**config.mk**
```make
export PLATFORM = sky130hd
export DESIGN_NAME = fall_ctrl_module_flat
export DESIGN_NICKNAME = d
export VERILOG_FILES = /design/src/rtl/fall_ctrl_module_pkg.sv /design/src/rtl/fall_ctrl_module_if.sv /design/src/rtl/fall_ctrl_module_gravity.sv /design/src/rtl/fall_ctrl_module.sv /design/src/flat_wrapper.sv
export SDC_FILE = /design/constraint.sdc
export NUM_CORES = 1
export LEC_CHECK = 0
export BUFFER_PORTS_ARGS = -buffer_cell sky130_fd_sc_hd__buf_2
export CORE_UTILIZATION = 53
export CTS_CLUSTER_DIAMETER = 50
export CTS_CLUSTER_SIZE = 25
export DETAILED_ROUTE_END_ITERATION = 8
export PLACE_DENSITY = 0.71
export SYNTH_ARGS = -nofsm -noshare
export SYNTH_HDL_FRONTEND = slang
export SYNTH_HIERARCHICAL = 1
export SYNTH_SLANG_ARGS = --single-unit
export TNS_END_PERCENT = 10
```
**constraint.sdc**
```tcl
create_clock -name clk -period 2.85 [get_ports clk]
set_input_delay 0.285 -clock clk [delete_from_list [all_inputs] [get_ports clk]]
set_output_delay 0.285 -clock clk [all_outputs]
set_load 0.005 [all_outputs]
```
**src/rtl/fall_ctrl_module_pkg.sv**
```systemverilog
//----------------------------------------------------------------------------
// Module   : fall_ctrl_module_pkg
// Brief    : Shared state encoding and timing defaults for the fall controller.
// Revision : 1.0
//----------------------------------------------------------------------------
`default_nettype none

package fall_ctrl_module_pkg;

    localparam int CLK_HZ      = 50000000;
    localparam int TICK_NORMAL = 25000000;
    localparam int TICK_FAST   = 2500000;
    localparam int CNT_W       = 25;

    localparam logic [2:0] ST_IDLE_ENC     = 3'd0;
    localparam logic [2:0] ST_SPAWN_ENC    = 3'd1;
    localparam logic [2:0] ST_FALL_ENC     = 3'd2;
    localparam logic [2:0] ST_DOWN_CHK_ENC = 3'd3;
    localparam logic [2:0] ST_LOCK_ENC     = 3'd4;
    localparam logic [2:0] ST_OVER_ENC     = 3'd5;

    typedef enum logic [2:0] {
        ST_IDLE     = ST_IDLE_ENC,
        ST_SPAWN    = ST_SPAWN_ENC,
        ST_FALL     = ST_FALL_ENC,
        ST_DOWN_CHK = ST_DOWN_CHK_ENC,
        ST_LOCK     = ST_LOCK_ENC,
        ST_OVER     = ST_OVER_ENC
    } state_e;

endpackage

`default_nettype wire

```
**src/rtl/fall_ctrl_module_if.sv**
```systemverilog
//----------------------------------------------------------------------------
// Module   : fall_ctrl_module_if
// Brief    : Game-state, checker and lock handshake bundle of the fall controller.
// Revision : 1.0
//----------------------------------------------------------------------------
`default_nettype none

interface fall_ctrl_module_if;
    logic ingame_sig;
    logic fast_drop;
    logic check_done;
    logic check_hit;
    logic lock_done;
    logic spawn_req;
    logic down_chk_req;
    logic move_down;
    logic lock_req;
    logic game_over;

    modport slave (
        input  ingame_sig, fast_drop, check_done, check_hit, lock_done,
        output spawn_req, down_chk_req, move_down, lock_req, game_over
    );

    modport master (
        output ingame_sig, fast_drop, check_done, check_hit, lock_done,
        input  spawn_req, down_chk_req, move_down, lock_req, game_over
    );
endinterface

`default_nettype wire

```
**src/rtl/fall_ctrl_module_gravity.sv**
```systemverilog
//----------------------------------------------------------------------------
// Module   : gravity_tick_module
// Brief    : Gravity step counter with normal/fast limit select.
// Revision : 1.0
//----------------------------------------------------------------------------
`default_nettype none

module gravity_tick_module #(
    parameter int TICK_NORMAL = fall_ctrl_module_pkg::TICK_NORMAL,
    parameter int TICK_FAST   = fall_ctrl_module_pkg::TICK_FAST,
    parameter int CNT_W       = fall_ctrl_module_pkg::CNT_W
) (
    input  wire logic clk,
    input  wire logic rst_n,
    input  wire logic clr,
    input  wire logic fast,
    output logic      tick
);

    localparam logic [CNT_W-1:0] c_last_normal = CNT_W'(TICK_NORMAL - 1);
    localparam logic [CNT_W-1:0] c_last_fast   = CNT_W'(TICK_FAST - 1);

    logic [CNT_W-1:0] count_q;
    logic [CNT_W-1:0] count_d;
    logic [CNT_W-1:0] limit;

    // >= rather than == so switching to fast mid-count fires immediately
    always_comb begin
        limit   = fast ? c_last_fast : c_last_normal;
        tick    = !clr && (count_q >= limit);
        count_d = count_q + 1'b1;
        if (clr || tick) begin
            count_d = '0;
        end
    end

    always_ff @(posedge clk or negedge rst_n) begin
        if (!rst_n) begin
            count_q <= '0;
        end else begin
            count_q <= count_d;
        end
    end

endmodule

`default_nettype wire

```
**src/rtl/fall_ctrl_module.sv**
```systemverilog
//----------------------------------------------------------------------------
// Module   : fall_ctrl_module
// Brief    : Gravity/spawn sequencer for the active tetromino.
// Revision : 1.0
//----------------------------------------------------------------------------
`default_nettype none

module fall_ctrl_module #(
    parameter int TICK_NORMAL = fall_ctrl_module_pkg::TICK_NORMAL,
    parameter int TICK_FAST   = fall_ctrl_module_pkg::TICK_FAST,
    parameter int CNT_W       = fall_ctrl_module_pkg::CNT_W
) (
    input  wire logic          clk,
    input  wire logic          rst_n,
    fall_ctrl_module_if.slave  bus
);

    import fall_ctrl_module_pkg::*;

    state_e state_q, state_d;
    logic   spawn_req_q, spawn_req_d;
    logic   down_chk_req_q, down_chk_req_d;
    logic   move_down_q, move_down_d;
    logic   lock_req_q, lock_req_d;
    logic   game_over_q, game_over_d;
    logic   tick;

    // Counter is held at zero outside FALL, so every FALL entry starts a fresh step
    gravity_tick_module #(
        .TICK_NORMAL (TICK_NORMAL),
        .TICK_FAST   (TICK_FAST),
        .CNT_W       (CNT_W)
    ) u_gravity (
        .clk   (clk),
        .rst_n (rst_n),
        .clr   (state_q != ST_FALL),
        .fast  (bus.fast_drop),
        .tick  (tick)
    );

    always_comb begin
        state_d        = state_q;
        spawn_req_d    = 1'b0;
        down_chk_req_d = 1'b0;
        move_down_d    = 1'b0;
        lock_req_d     = 1'b0;
        case (state_q)
            ST_IDLE: begin
                if (bus.ingame_sig) begin
                    state_d     = ST_SPAWN;
                    spawn_req_d = 1'b1;
                end
            end
            ST_SPAWN: begin
                if (!bus.ingame_sig) begin
                    state_d = ST_IDLE;
                end else if (bus.check_done) begin
                    state_d = bus.check_hit ? ST_OVER : ST_FALL;
                end
            end
            ST_FALL: begin
                if (!bus.ingame_sig) begin
                    state_d = ST_IDLE;
                end else if (tick) begin
                    state_d        = ST_DOWN_CHK;
                    down_chk_req_d = 1'b1;
                end
            end
            ST_DOWN_CHK: begin
                if (!bus.ingame_sig) begin
                    state_d = ST_IDLE;
                end else if (bus.check_done) begin
                    if (bus.check_hit) begin
                        state_d    = ST_LOCK;
                        lock_req_d = 1'b1;
                    end else begin
                        state_d     = ST_FALL;
                        move_down_d = 1'b1;
                    end
                end
            end
            ST_LOCK: begin
                if (!bus.ingame_sig) begin
                    state_d = ST_IDLE;
                end else if (bus.lock_done) begin
                    state_d     = ST_SPAWN;
                    spawn_req_d = 1'b1;
                end
            end
            ST_OVER: begin
                state_d = ST_OVER;
            end
            default: begin
                state_d = ST_IDLE;
            end
        endcase
        game_over_d = (state_d == ST_OVER);
    end

    always_ff @(posedge clk or negedge rst_n) begin
        if (!rst_n) begin
            state_q        <= ST_IDLE;
            spawn_req_q    <= 1'b0;
            down_chk_req_q <= 1'b0;
            move_down_q    <= 1'b0;
            lock_req_q     <= 1'b0;
            game_over_q    <= 1'b0;
        end else begin
            state_q        <= state_d;
            spawn_req_q    <= spawn_req_d;
            down_chk_req_q <= down_chk_req_d;
            move_down_q    <= move_down_d;
            lock_req_q     <= lock_req_d;
            game_over_q    <= game_over_d;
        end
    end

    assign bus.spawn_req    = spawn_req_q;
    assign bus.down_chk_req = down_chk_req_q;
    assign bus.move_down    = move_down_q;
    assign bus.lock_req     = lock_req_q;
    assign bus.game_over    = game_over_q;

endmodule

`default_nettype wire

```
**src/flat_wrapper.sv**
```systemverilog
// flat-port wrapper written by rule: the top's interface ports become plain ports
module fall_ctrl_module_flat import fall_ctrl_module_pkg::*;
#(
    parameter int TICK_NORMAL = fall_ctrl_module_pkg::TICK_NORMAL,
    parameter int TICK_FAST   = fall_ctrl_module_pkg::TICK_FAST,
    parameter int CNT_W       = fall_ctrl_module_pkg::CNT_W
)
  (clk, rst_n, bus_ingame_sig, bus_fast_drop, bus_check_done, bus_check_hit, bus_lock_done, bus_spawn_req, bus_down_chk_req, bus_move_down, bus_lock_req, bus_game_over);
  fall_ctrl_module_if bus_i ();
  input  wire logic clk;
  input  wire logic rst_n;
  input wire logic [$bits(bus_i.ingame_sig)-1:0] bus_ingame_sig;
  input wire logic [$bits(bus_i.fast_drop)-1:0] bus_fast_drop;
  input wire logic [$bits(bus_i.check_done)-1:0] bus_check_done;
  input wire logic [$bits(bus_i.check_hit)-1:0] bus_check_hit;
  input wire logic [$bits(bus_i.lock_done)-1:0] bus_lock_done;
  output wire logic [$bits(bus_i.spawn_req)-1:0] bus_spawn_req;
  output wire logic [$bits(bus_i.down_chk_req)-1:0] bus_down_chk_req;
  output wire logic [$bits(bus_i.move_down)-1:0] bus_move_down;
  output wire logic [$bits(bus_i.lock_req)-1:0] bus_lock_req;
  output wire logic [$bits(bus_i.game_over)-1:0] bus_game_over;
  assign bus_i.ingame_sig = bus_ingame_sig;
  assign bus_i.fast_drop = bus_fast_drop;
  assign bus_i.check_done = bus_check_done;
  assign bus_i.check_hit = bus_check_hit;
  assign bus_i.lock_done = bus_lock_done;
  assign bus_spawn_req = bus_i.spawn_req;
  assign bus_down_chk_req = bus_i.down_chk_req;
  assign bus_move_down = bus_i.move_down;
  assign bus_lock_req = bus_i.lock_req;
  assign bus_game_over = bus_i.game_over;
  fall_ctrl_module #(.TICK_NORMAL(TICK_NORMAL), .TICK_FAST(TICK_FAST), .CNT_W(CNT_W)) u_core (.clk(clk), .rst_n(rst_n), .bus(bus_i));
endmodule
```
==> reports/qor.yml <==
ioPinCount: 12
r2r.worst_path.cells: 6
drtPass1Iterations: 4
hold_violations: 7
layout_common_cells: "nor2_1, dfrtp_1, ha_1"
core-area_um2: 3390
critPathLaunchType: "register"
path_class: "reg -> reg"
clock_latency_ns: 0.33
vias: 1450
initial_utilization_pct: 56.6
power_mw: 0.854
violations: "hold timing"
pwr-share-comb_pct: 10.8
ys_types: 41
endpoint_kind: "register"
num_rows: 21
final_common_cell: "nor2_1"
hp-class: "in -> async"
slowest_stage: "or4b_1"
ys_dominant_reg_cell: "dfrtp_1"
ant_nets: 0
overflow: 0
syn_nets: 218
critPathMaxFanout: 5
synthCells: 197
yosys_warnings: 6
period_minus_slack_ns: 2.14
post_cts_buffers: 0
reg2reg_to: "u_core/u_gravity/count_q[24]$_DFF_PN0_"
syn2layout_area_growth_pct: 8.49
die-area_um2: 3860
crit_arrival_ns: 2.36
clkPwrFrac_pct: 30.8
report.final.slew_viol_count: 0
outcome: "finished, violations left"
htreeDepth: 2
cp_cell_sequence: "ha_1 > nand3_1 > nor4_4 > or4b_1 > xor2_1 > nor2_2"
critical-path-max-stage-delay_ns: 0.50
p_int_mw: 0.635
clk_path_buf_depth: 2
rsz0062_at_grt: "false"
grt_max_degree: 34
antenna_found_initial: 0
drive_above_1_share_pct: 13.1
cap_violations: 0
r2r_slack_ns: 0.71
clock.fmax_ghz: 0.468
cp_num_buf_inv: 0
port_buffers: 11
syn_area_um2: 1920
irDropWorstVdd_uv: 301
swShare_pct: 25.7
cpLargestDelayFamily: "simple AND/OR/NAND/NOR gates"
cts_root_buffer: "clkbuf_4"
rr_startpoint: "u_core/u_gravity/count_q[0]$_DFF_PN0_"
hold_ws_ns: -0.00681
clk_pin_slew_ns: 0.09
seq_area_frac_synth_pct: 43.1
die_w_um: 62.1
drt-initial-drc-count: 96
tightestPinTransition_ns: 0.700
setup_viol: 0
drc_errors: 0
finalCritPeriodShare_pct: 75.0
syn_area_per_cell_um2: 9.73
finalNetCount: 234
grt_pass1_vias: 1488
skew_ns: 0.00750
worstPathRequired_ns: 3.07
gp_congestion: 0.876
postCtsResizedCells: 0
synth_edf_count: 0
wire_per_inst_um: 14.1
routed_wl_um: 3660
p_switching_mw: 0.219
ys_ff_latch: 33
cts_made_buffers: 5
viasPerCell: 5.60
diodes: 0
clock_sinks: 33
power.density_nw_per_um2: 411
startpoint: "u_core/u_gravity/count_q[0]$_DFF_PN0_"
p_seq_share_pct: 58.4
leakagePower_nw: 0.928
tns_ns: 0
grt_pass1_wl_um: 6680
cts_tree: "built"
dp_hpwl_um: 2680
grt_usage_pct: 22.4
ys_async_sr_fraction_pct: 100
maxSlewHeadroom_pct: 53.3
fp.dieH_um: 62.1
cts_hold_buf: 0
## routing by layer
| layer | vias to the layer above | share of wire, % | global-route usage [%] |
|---|---|---|---|
| met5 | - | 0 | 0 |
| met4 | 0 | 1.1 | 10.5 |
| met3 | 5 | 2.5 | 5.15 |
| met2 | 18 | 48 | 36.3 |
| met1 | 704 | 48 | 28.3 |
| li1 | 723 | - | - |
## power by group through the flow
stage / clock network (mW) / logic [mW] / registers (mW)
global placement: 0 / 0.0890 / 0.506
detailed placement: 0 / 0.0931 / 0.507
finish: 0.263 / 0.0922 / 0.499
floorplan: 0 / 0.0661 / 0.499
CTS: 0.279 / 0.0940 / 0.498
global route: 0.303 / 0.107 / 0.503
## through the flow
| step | instances | instance area, um2 | utilization, % | hold WS [ns] | setup WS [ns] |
|---|---|---|---|---|---|
| final | 259 | 2080 | 61.4 | -0.00681 | 0.712 |
| after CTS | 259 | 2080 | 61.4 | 0.0104 | 0.715 |
| after global placement | 252 | 2020 | 59.7 | 0.368 | 0.675 |
| after floorplan | 197 | 1920 | - | -0.0106 | 0.966 |
| after detailed placement | 252 | 2020 | 59.7 | 0.380 | 0.581 |
| after global routing | 259 | 2080 | 61.4 | 0.0393 | 0.533 |
## synthesized netlist by cell type (3+ instances only)
library cell	count	area, um2
a21oi_1	6	30.0
o21ai_0	4	20.0
nor2_1	36	135
nor2b_1	3	18.8
ha_1	14	175
inv_1	8	30.0
xor2_1	12	105
nand4_1	7	43.8
nor3_1	6	30.0
nand3_1	7	35.0
nand2_1	12	45.0
a31oi_1	3	18.8
nand4b_1	4	35.0
dfrtp_1	33	826
xnor2_1	11	96.3
## worst register-to-register path, cell delays in order (launching register included)
cell	delay, ns
dfrtp_1	0.42
ha_1	0.25
nand3_1	0.23
nor4_4	0.41
or4b_1	0.50
xor2_1	0.18
nor2_2	0.04
## cell type report
cell class,count,area (um2)
inverter,8,30.0
clock buffer,7,55.1
timing repair buffer,13,70.1
sequential,33,826
multi-input combinational,152,1040
fill,291,1310
tap,46,57.6
## state kept, by name (all words and copies together), names as in the netlist
| signal | cells |
|---|---|
| u_core/bus.lock_req | 1 |
| u_core/bus.down_chk_req | 1 |
| u_core/state_q | 3 |
| u_core/bus.move_down | 1 |
| u_core/bus.spawn_req | 1 |
| u_core/u_gravity/count_q | 25 |
| u_core/bus.game_over | 1 |
## cells by family (layout without fill, tap and decap cells)
family,after synthesis,count (layout),share of synthesized area [%]
simple gates,94,94,27.5
flops,33,33,43.1
xor+xnor,23,23,10.5
compound gates,21,21,7.18
fa+ha+maj,14,14,9.14
buf+inv,12,28,2.61
## worst max-delay path by stage
stage | slack [ns] | cells after the start | end
after floorplan | 0.97 | 7 | u_core/u_gravity/count_q[16]$_DFF_PN0_
after global placement | 0.68 | 10 | u_core/bus.game_over$_DFF_PN0_
after detailed placement | 0.58 | 10 | u_core/state_q[0]$_DFF_PN0_
after CTS | 0.72 | 6 | u_core/u_gravity/count_q[24]$_DFF_PN0_
after global routing | 0.53 | 6 | u_core/u_gravity/count_q[24]$_DFF_PN0_
final | 0.71 | 6 | u_core/u_gravity/count_q[24]$_DFF_PN0_
Note: power is estimated with default switching activity, not from simulation.
